$ cat config.mk
export PLATFORM = sky130hd
export DESIGN_NAME = traffic_light_fsm_flat
export DESIGN_NICKNAME = d
export VERILOG_FILES = /design/src/rtl/traffic_light_if.sv /design/src/rtl/traffic_light_fsm.sv /design/src/flat_wrapper.sv
export SDC_FILE = /design/constraint.sdc
export NUM_CORES = 1
export LEC_CHECK = 0
export ABC_AREA = 1
export CORE_UTILIZATION = 45
export DETAILED_ROUTE_END_ITERATION = 8
export GPL_ROUTABILITY_DRIVEN = 0
export PLACE_DENSITY = 0.78
export SYNTH_ARGS = -nofsm -noshare
export SYNTH_HDL_FRONTEND = slang
export SYNTH_SLANG_ARGS = --single-unit
$ cat constraint.sdc
create_clock -name clk -period 1.5 [get_ports clk]
set_input_delay 0.225 -clock clk [delete_from_list [all_inputs] [get_ports clk]]
set_output_delay 0.225 -clock clk [all_outputs]
set_load 0.01 [all_outputs]
$ cat src/rtl/traffic_light_if.sv
// traffic_light_if
//   Bundles the tick/sensor inputs and lamp/select outputs of the
//   two-street traffic light controller.
//
//   tick      : one-cycle enable pulse; all timing is counted in ticks.
//               It is a plain qualifier with no handshake or backpressure.
//               A cycle with tick=0 is ignored by the controller.
//   sa, sb    : car-present levels for streets A and B, sampled on tick only
//   la, lb    : lamp groups {red, yellow, green}, one-hot
//   sel       : right-of-way select, 0 = A side, 1 = B side
//   dbg_state : current FSM state. Encoding: 0 A_GREEN, 1 A_YELLOW,
//               2 AR_TO_B, 3 B_GREEN, 4 B_YELLOW, 5 AR_TO_A
//   dbg_cnt   : ticks spent in the current state
//
//   master : the side that drives tick/sensors (environment)
//   slave  : the controller
interface traffic_light_if;
  logic       tick;
  logic       sa;
  logic       sb;
  logic [2:0] la;
  logic [2:0] lb;
  logic       sel;
  logic [2:0] dbg_state;
  logic [7:0] dbg_cnt;

  modport master (
    output tick, sa, sb,
    input  la, lb, sel, dbg_state, dbg_cnt
  );

  modport slave (
    input  tick, sa, sb,
    output la, lb, sel, dbg_state, dbg_cnt
  );
endinterface

$ cat src/rtl/traffic_light_fsm.sv
// traffic_light_fsm
//   Moore controller for a two-street intersection. The state cycles
//   A_GREEN -> A_YELLOW -> AR_TO_B -> B_GREEN -> B_YELLOW -> AR_TO_A.
//   Green lasts at least MIN_GREEN ticks and is extended while the
//   street's own sensor is high; yellow and all-red states have fixed
//   durations. Lamps and sel are decoded from the state register only.
//
//   Ports:
//     clk   : system clock, rising edge
//     reset : asynchronous, active-high; forces A_GREEN, cnt=0
//     bus   : traffic_light_if.slave (tick, sa, sb in; la, lb, sel,
//             dbg_state, dbg_cnt out)
module traffic_light_fsm #(
  parameter int MIN_GREEN    = 5,
  parameter int YELLOW_TICKS = 3,
  parameter int ALLRED_TICKS = 1
) (
  input  logic             clk,
  input  logic             reset,
  traffic_light_if.slave   bus
);

  localparam logic [2:0] A_GREEN  = 3'd0;
  localparam logic [2:0] A_YELLOW = 3'd1;
  localparam logic [2:0] AR_TO_B  = 3'd2;
  localparam logic [2:0] B_GREEN  = 3'd3;
  localparam logic [2:0] B_YELLOW = 3'd4;
  localparam logic [2:0] AR_TO_A  = 3'd5;

  // Last count value of each state; reaching it on a tick ends the state.
  localparam logic [7:0] GREEN_LAST  = 8'(MIN_GREEN - 1);
  localparam logic [7:0] YELLOW_LAST = 8'(YELLOW_TICKS - 1);
  localparam logic [7:0] ALLRED_LAST = 8'(ALLRED_TICKS - 1);

  localparam logic [2:0] LAMP_RED    = 3'b100;
  localparam logic [2:0] LAMP_YELLOW = 3'b010;
  localparam logic [2:0] LAMP_GREEN  = 3'b001;

  logic [2:0] state_q, state_d;
  logic [7:0] cnt_q, cnt_d;

  // Next-state and counter logic.
  always_comb begin
    state_d = state_q;
    cnt_d   = cnt_q;
    case (state_q)
      A_GREEN: begin
        if (bus.tick) begin
          if (cnt_q < GREEN_LAST) begin
            cnt_d = cnt_q + 8'd1;
          end else if (!bus.sa) begin
            state_d = A_YELLOW;
            cnt_d   = 8'd0;
          end
          // Sensor high after the minimum: hold, cnt stays saturated.
        end
      end
      A_YELLOW: begin
        if (bus.tick) begin
          if (cnt_q >= YELLOW_LAST) begin
            state_d = AR_TO_B;
            cnt_d   = 8'd0;
          end else begin
            cnt_d = cnt_q + 8'd1;
          end
        end
      end
      AR_TO_B: begin
        if (bus.tick) begin
          if (cnt_q >= ALLRED_LAST) begin
            state_d = B_GREEN;
            cnt_d   = 8'd0;
          end else begin
            cnt_d = cnt_q + 8'd1;
          end
        end
      end
      B_GREEN: begin
        if (bus.tick) begin
          if (cnt_q < GREEN_LAST) begin
            cnt_d = cnt_q + 8'd1;
          end else if (!bus.sb) begin
            state_d = B_YELLOW;
            cnt_d   = 8'd0;
          end
        end
      end
      B_YELLOW: begin
        if (bus.tick) begin
          if (cnt_q >= YELLOW_LAST) begin
            state_d = AR_TO_A;
            cnt_d   = 8'd0;
          end else begin
            cnt_d = cnt_q + 8'd1;
          end
        end
      end
      AR_TO_A: begin
        if (bus.tick) begin
          if (cnt_q >= ALLRED_LAST) begin
            state_d = A_GREEN;
            cnt_d   = 8'd0;
          end else begin
            cnt_d = cnt_q + 8'd1;
          end
        end
      end
      default: begin
        // Unused encodings recover through all-red regardless of tick,
        // so A never goes green straight out of a corrupted state.
        state_d = AR_TO_A;
        cnt_d   = 8'd0;
      end
    endcase
  end

  always_ff @(posedge clk or posedge reset) begin
    if (reset) begin
      state_q <= A_GREEN;
      cnt_q   <= 8'd0;
    end else begin
      state_q <= state_d;
      cnt_q   <= cnt_d;
    end
  end

  // Moore output decode from the state register only; the async reset
  // of state_q makes the reset lamp pattern appear without a clock edge.
  always_comb begin
    bus.la  = LAMP_RED;
    bus.lb  = LAMP_RED;
    bus.sel = 1'b0;
    case (state_q)
      A_GREEN:  bus.la = LAMP_GREEN;
      A_YELLOW: bus.la = LAMP_YELLOW;
      AR_TO_B:  ;
      B_GREEN: begin
        bus.lb  = LAMP_GREEN;
        bus.sel = 1'b1;
      end
      B_YELLOW: begin
        bus.lb  = LAMP_YELLOW;
        bus.sel = 1'b1;
      end
      AR_TO_A:  bus.sel = 1'b1;
      default:  ;
    endcase
  end

  assign bus.dbg_state = state_q;
  assign bus.dbg_cnt   = cnt_q;

endmodule

$ cat src/flat_wrapper.sv
// flat-port wrapper written by rule: the top's interface ports become plain ports
module traffic_light_fsm_flat 
#(
  parameter int MIN_GREEN    = 5,
  parameter int YELLOW_TICKS = 3,
  parameter int ALLRED_TICKS = 1
)
  (clk, reset, bus_tick, bus_sa, bus_sb, bus_la, bus_lb, bus_sel, bus_dbg_state, bus_dbg_cnt);
  traffic_light_if bus_i ();
  input  logic clk;
  input  logic reset;
  input wire logic [$bits(bus_i.tick)-1:0] bus_tick;
  input wire logic [$bits(bus_i.sa)-1:0] bus_sa;
  input wire logic [$bits(bus_i.sb)-1:0] bus_sb;
  output wire logic [$bits(bus_i.la)-1:0] bus_la;
  output wire logic [$bits(bus_i.lb)-1:0] bus_lb;
  output wire logic [$bits(bus_i.sel)-1:0] bus_sel;
  output wire logic [$bits(bus_i.dbg_state)-1:0] bus_dbg_state;
  output wire logic [$bits(bus_i.dbg_cnt)-1:0] bus_dbg_cnt;
  assign bus_i.tick = bus_tick;
  assign bus_i.sa = bus_sa;
  assign bus_i.sb = bus_sb;
  assign bus_la = bus_i.la;
  assign bus_lb = bus_i.lb;
  assign bus_sel = bus_i.sel;
  assign bus_dbg_state = bus_i.dbg_state;
  assign bus_dbg_cnt = bus_i.dbg_cnt;
  traffic_light_fsm #(.MIN_GREEN(MIN_GREEN), .YELLOW_TICKS(YELLOW_TICKS), .ALLRED_TICKS(ALLRED_TICKS)) u_core (.clk(clk), .reset(reset), .bus(bus_i));
endmodule
==> results of run 1 <==
-- power breakdown --
group,internal [mW],switching (mW)
clock network,0.103,0.0972
logic,0.769,0.871
registers,0.368,0.0614
-- routing by layer --
layer  vias up  share of wire [%]  global-route usage, %
met1       295                 41                   21.8
met4         0                2.2                   11.9
met2        28                 50                   30.8
met5         -                  0                      0
met3         6                6.2                   1.72
li1        343                  -                      -
-- worst register-to-register path, cell delays in order (launching register included) --
cell     delay [ns]
dfrtp_1        0.38
buf_4          0.12
buf_4          0.11
nand2_4        0.05
buf_4          0.13
nand2_4        0.08
nand4_4        0.12
nand2_8        0.13
nand2_4        0.08
nand2_2        0.06
o21ai_1        0.06
-- through the flow --
step | cell area, µm² | hold slack, ns | setup slack, ns
global route | 1110 | 0.310 | -0.00795
detailed placement | 1020 | 0.501 | -0.0387
finish | 1110 | 0.243 | 0.0171
global placement | 1020 | 0.498 | -0.0199
CTS | 1030 | 0.257 | -0.0565
floorplan | 736 | 0.0774 | 0.229
-- logic make-up after synthesis --
group | after synthesis
buf+inv | 24
flops | 11
compound gates | 8
simple gates | 41
fa+ha+maj | 1
-- worst paths after layout --
path	slack, ns	from	endpoint	depth (start not counted)
setup / recovery	0.02	flop	bus_dbg_state[2]	3
hold / removal	0.24	reset	u_core.bus.dbg_cnt[6]$_DFFE_PP0P_	2
setup reg to reg	0.07	flop	u_core.bus.dbg_state[0]$_DFFE_PP0P_	10
hold reg to reg	0.51	u_core.bus.dbg_cnt[3]$_DFFE_PP0P_	u_core.bus.dbg_cnt[3]$_DFFE_PP0P_	2
max in group asynchronous	0.96	reset	u_core.bus.dbg_cnt[5]$_DFFE_PP0P_	2
min in group clk	0.51	u_core.bus.dbg_cnt[3]$_DFFE_PP0P_	u_core.bus.dbg_cnt[3]$_DFFE_PP0P_	2
-- registers in the layout (all words and copies together), names as in the netlist, named ones only --
name and count:
u_core.bus.dbg_cnt 8, u_core.bus.dbg_state 2
-- cell type report --
cell class,count,area (µm²)
Sequential cell,11,275
Clock buffer,4,26.3
Inverter,20,75.1
Tap cell,16,20.0
Fill cell,116,415
Multi-Input combinational cell,50,379
Timing Repair Buffer,39,333
-- cells in the final DEF, fill, tap and decap left out, drive strengths merged --
cell type,count
buf,23
inv,20
nand2,18
clkdlybuf4s50,12
dfrtp,11
nor2,10
nand3,8
dlygate4sd2,4
o21ai,4
clkbuf,4
nand4,3
a21oi,2
and3,1
nor3,1
o211ai,1
o22ai,1
ha,1
-- what timing repair did --
item | in CTS | in global routing
pin swaps | 1 | 4
setup buffers | 2 | 2
setup endpoints to repair | 10 | 8
gates cloned | 0 | 0
resized for setup | 28 | 16
hold buffers | 0 | 0
==> results.py, run 1 <==
metrics = {
    "synth": {
        "synth_top_cell_by_area": "dfrtp_1",
        "synthArstFlopShare_pct": 100,
        "synth_mux_area_share_pct": 0,
        "syn_inst": 85,
        "synth_edf_count": 0,
        "synthTopCellsByArea": "dfrtp_1 (37%), inv_1 (8.2%), nand2_4 (6.1%)",
        "syn-cell-area_um2": 736,
        "synth_xor_area_share_pct": 0,
        "ys_types": 23,
        "synth.most_common_cell": "inv_1",
        "ys.flop_type": "dfrtp_1",
        "yosysTopAreaCellShare_pct": 37.4,
        "syn-num-nets": 91,
        "yosysWarnings": 0,
        "ys_top_cells_by_count": "inv_1 (16), dfrtp_1 (11), nand2_1 (11)",
        "synthSimpleGateAreaFrac_pct": 35.4,
        "ys_seq_area_share_pct": 37.4,
        "ys_seq_elements": 11,
        "synth-compound-area-share_pct": 7.99,
        "avgSynthCellArea_um2": 8.66,
        "synth_adder_area_share_pct": 1.70,
        "synth_top_family_by_area": "simple AND/OR/NAND/NOR gates",
    },
    "timing": {
        "fin_crit_ns": 1.48,
        "fmax_mhz": 674,
        "fin_crit_sh_pct": 98.9,
        "setup_viol": 0,
        "tns_ns": 0,
        "drv_slew": 0,
        "finClkSkew_ns": 0.00249,
        "worst_slew_pin_slew_ns": 0.418,
        "hold_violations": 0,
        "max_slew_margin_pct": 72.1,
        "grt_setup_unrepaired": "yes",
    },
    "grt": {
        "grt_pass1_vias": 618,
        "overflow": 0,
        "grt_pass1_wl_um": 2450,
        "antenna_found_initial": 0,
        "grt_max_degree": 12,
        "track_usage_pct": 18.2,
    },
    "floorplan": {
        "core_area_um2": 1520,
        "ios": 23,
        "rows": 14,
        "dieArea_um2": 1800,
        "start_util_pct": 48.3,
        "die_w_um": 42.4,
        "die-height_um": 42.4,
    },
    "hold_path": {
        "min_path_type": "input pin to asynchronous set/reset pin",
    },
    "flow_run": {
        "maxCapViolCount": 0,
    },
    "final_layout": {
        "stdcell_count": 140,
        "final_nets": 131,
        "area_growth_pct": 50.7,
        "final_util_pct": 72.7,
        "drive_gt1_share_pct": 41.9,
        "diodes": 0,
    },
    "placed_design": {
        "hpwl_um": 1120,
        "port_buffers": 22,
        "dp.cells": 132,
    },
    "worst_setup_path": {
        "cp_slowest_cell": "dfrtp_1",
        "cp.buffers_inverters": 3,
        "critPathMaxFanout": 4,
        "required_ns": 1.27,
        "path_cells": "buf_4 > buf_4 > dlygate4sd2_1",
        "cp-start-kind": "flop",
        "cp-end-kind": "primary output",
        "path_delay_family": "buffers and inverters",
        "crit_top_cell": "buf_4",
        "critPathKind": "flop to primary output",
        "cp_slowest_stage_delay_ns": 0.40,
        "critPathArrivalTime_ns": 1.26,
    },
    "routing": {
        "vias_per_cell": 4.80,
        "totalWireLength_um": 1600,
        "drtPass1Iterations": 4,
        "drtIter0Drc": 11,
        "via_count": 672,
        "avgRoutedWirePerCell_um": 11.4,
        "ant_nets": 0,
        "drcViolationCount": 0,
    },
    "cts": {
        "htree_levels": 1,
        "cts_inserted_buffers": 3,
        "root_buffer": "clkbuf_4",
        "clockBufferDepth": 2,
        "insertion_delay_ns": 0.26,
        "clkSlewWorstSetupHoldPaths_ns": 0.07,
        "clkSinkCount": 11,
        "cts_tree": "yes",
    },
    "pwr": {
        "p_leak_nw": 0.578,
        "power_mw": 2.27,
        "peakVddDrop_mv": 1.28,
        "p_per_area_nw_per_um2": 2050,
    },
    "status": {
        "status": "finished, final reports clean",
    },
}
Note: power is estimated with default switching activity, not from simulation.
==> run 2, diff against run 1 <==
--- a/config.mk
+++ b/config.mk
@@ -7,6 +7,7 @@
 export LEC_CHECK = 0
 export ABC_AREA = 1
 export CORE_UTILIZATION = 45
+export CTS_CLUSTER_SIZE = 25
 export DETAILED_ROUTE_END_ITERATION = 8
 export GPL_ROUTABILITY_DRIVEN = 0
 export PLACE_DENSITY = 0.78
==> constraint.sdc (replaced) <==
create_clock -name clk -period 1.5 [get_ports clk]
set_input_delay 0.225 -clock clk [delete_from_list [all_inputs] [get_ports clk]]
set_output_delay 0.225 -clock clk [all_outputs]
set_load 0.02 [all_outputs]
==> run 2 against run 1 <==
Against the previous run:
- routed wire length is 7.2% higher
- via count is 0.15% lower
- first-iteration DRC count is 64% lower
- clock-buffer cell count stayed put
- sequential cell count stayed put
- global-route usage is 1.6 points higher
- hold slack better by 0.010 ns
- register-to-register slack hardly changed
- largest power group unchanged
==> results.py, run 2 (synthesized netlist as in run 1, its figures left out) <==
metrics = {
    "status": {
        "status": "finished, final reports clean",
    },
    "pwr": {
        "p_leak_nw": 0.643,
        "p_int_mw": 1.19,
        "seqPwrFrac_pct": 18.5,
        "pwr-share-clk_pct": 8.6,
        "p_per_area_nw_per_um2": 2120,
        "pwr-share-comb_pct": 72.8,
        "peakVddDrop_mv": 1.28,
        "p_sw_share_pct": 48.5,
        "p_switching_mw": 1.12,
    },
    "routing": {
        "vias_per_cell": 4.79,
        "drtIter0Drc": 4,
        "ant_nets": 0,
        "via_count": 671,
        "drcViolationCount": 0,
        "drtPass1Iterations": 4,
        "totalWireLength_um": 1720,
        "avgRoutedWirePerCell_um": 12.3,
    },
    "final_layout": {
        "fin_area_um2": 1090,
        "seq_area_um2": 275,
        "largest_reg_flops": 8,
        "layout_common_cells": "buf_4 (17), inv_1 (16), dfrtp_1 (11)",
        "drive_gt1_share_pct": 41.1,
        "area_growth_pct": 48.8,
        "stdcell_count": 140,
        "final_nets": 131,
        "fillCellCount": 122,
        "final_common_cell": "buf_4",
        "multi_input_area_um2": 365,
        "diodes": 0,
    },
    "worst_setup_path": {
        "critPathMaxFanout": 5,
        "required_ns": 1.27,
        "critPathArrivalTime_ns": 1.26,
        "cp-end-kind": "primary output",
        "critPathKind": "flop to primary output",
        "cp-start-kind": "flop",
    },
    "cts": {
        "cts_tree": "yes",
        "insertion_delay_ns": 0.27,
        "clkSlewWorstSetupHoldPaths_ns": 0.07,
        "clockBufferDepth": 2,
        "htree_levels": 1,
        "root_buffer": "clkbuf_4",
        "cts_inserted_buffers": 3,
        "clkSinkCount": 11,
        "cts_hold_buffers": 0,
    },
    "timing": {
        "max_slew_margin_pct": 70.4,
        "hold_ws_ns": 0.253,
        "setup_viol": 0,
        "hold_violations": 0,
        "grt_setup_unrepaired": "yes",
        "finClkSkew_ns": 0.000812,
        "fin_crit_sh_pct": 98.7,
        "worst_slew_pin_slew_ns": 0.444,
        "fmax_mhz": 675,
        "fin_crit_ns": 1.48,
        "drv_slew": 0,
    },
    "grt": {
        "overflow": 0,
        "track_usage_pct": 19.8,
        "grt_pass1_vias": 678,
        "grt_pass1_wl_um": 2710,
        "grt_max_degree": 12,
        "antenna_found_initial": 0,
    },
    "floorplan": {
        "rows": 14,
        "ios": 23,
        "die-height_um": 42.4,
        "dieArea_um2": 1800,
        "core_area_um2": 1520,
        "start_util_pct": 48.3,
        "die_w_um": 42.4,
    },
    "placed_design": {
        "dp.cells": 134,
        "hpwl_um": 1220,
        "placedInstanceArea_um2": 1030,
        "port_buffers": 22,
    },
    "flow_run": {
        "maxCapViolCount": 0,
    },
    "hold_path": {
        "min_path_type": "input pin to asynchronous set/reset pin",
    },
}
-- run 2: changes by cell type in the layout (fill, tap and decap cells not counted), moves of 2 or more --
cell	change
buf_4	+2
clkdlybuf4s50_1	-7
dlygate4sd2_1	+2
dlymetal6s2s_1	+3
inv_2	-2
inv_1	+2
-- run 2: worst paths after layout --
kind	startpoint	to	slack [ns]	cells after the start
setup / recovery	u_core.bus.dbg_state[1]$_DFFE_PP0P_	bus_lb[2]	0.02	5
hold / removal	reset	u_core.bus.dbg_cnt[6]$_DFFE_PP0P_	0.25	2
setup reg to reg	u_core.bus.dbg_state[1]$_DFFE_PP0P_	u_core.bus.dbg_state[1]$_DFFE_PP0P_	0.08	10
hold reg to reg	u_core.bus.dbg_cnt[6]$_DFFE_PP0P_	u_core.bus.dbg_cnt[6]$_DFFE_PP0P_	0.52	2
max in group asynchronous	reset	u_core.bus.dbg_cnt[4]$_DFFE_PP0P_	0.94	2
min in group clk	u_core.bus.dbg_cnt[6]$_DFFE_PP0P_	u_core.bus.dbg_cnt[6]$_DFFE_PP0P_	0.52	2
-- run 2: cell type report --
cell class	instances	share of cell area, %
Tap cell	16	1.83
Sequential cell	11	25.1
Timing Repair Buffer	39	30.4
Clock buffer	4	2.40
Inverter	20	6.86
Multi-Input combinational cell	50	33.4
-- run 2: critical path, stage by stage (launching register included) --
cell and delay, ns:
dfrtp_1 0.39, buf_6 0.13, buf_6 0.13, o21ai_4 0.16
nand2_2 0.06, buf_6 0.13
-- run 2: repair_timing --
action / in CTS / in global routing
endpoints found under the setup margin: 14 / 11
pin swaps: 0 / 3
buffers inserted: 1 / 1
hold endpoints to repair: 0 / 0
gates resized for setup: 36 / 16
gates cloned: 0 / 0
-- run 2: per-stage QoR --
step | power (mW) | worst slack (ns) | util [%] | setup TNS [ns]
after global placement | 2.03 | -0.0873 | 67.9 | -0.292
after CTS | 2.19 | -0.0524 | 68.4 | -0.0766
after detailed placement | 2.07 | -0.114 | 67.9 | -0.351
final | 2.32 | 0.0191 | 71.8 | 0
after global routing | 2.47 | -0.0332 | 71.8 | -0.0385
after floorplan | 1.49 | 0.169 | - | 0
-- run 2: power groups by stage --
stage / combinational [mW] / sequential (mW) / clock (mW)
global route: 1.82 / 0.435 / 0.216
finish: 1.69 / 0.430 / 0.200
global placement: 1.59 / 0.435 / 0
CTS: 1.56 / 0.425 / 0.209
detailed placement: 1.63 / 0.439 / 0
floorplan: 0.991 / 0.503 / 0
-- run 2: routing by layer --
layer	global-route usage (%)	part of all wire [%]
met2	34.8	51
met5	0	0
met1	22.7	43
met3	1.72	5.0
met4	12.5	1.3
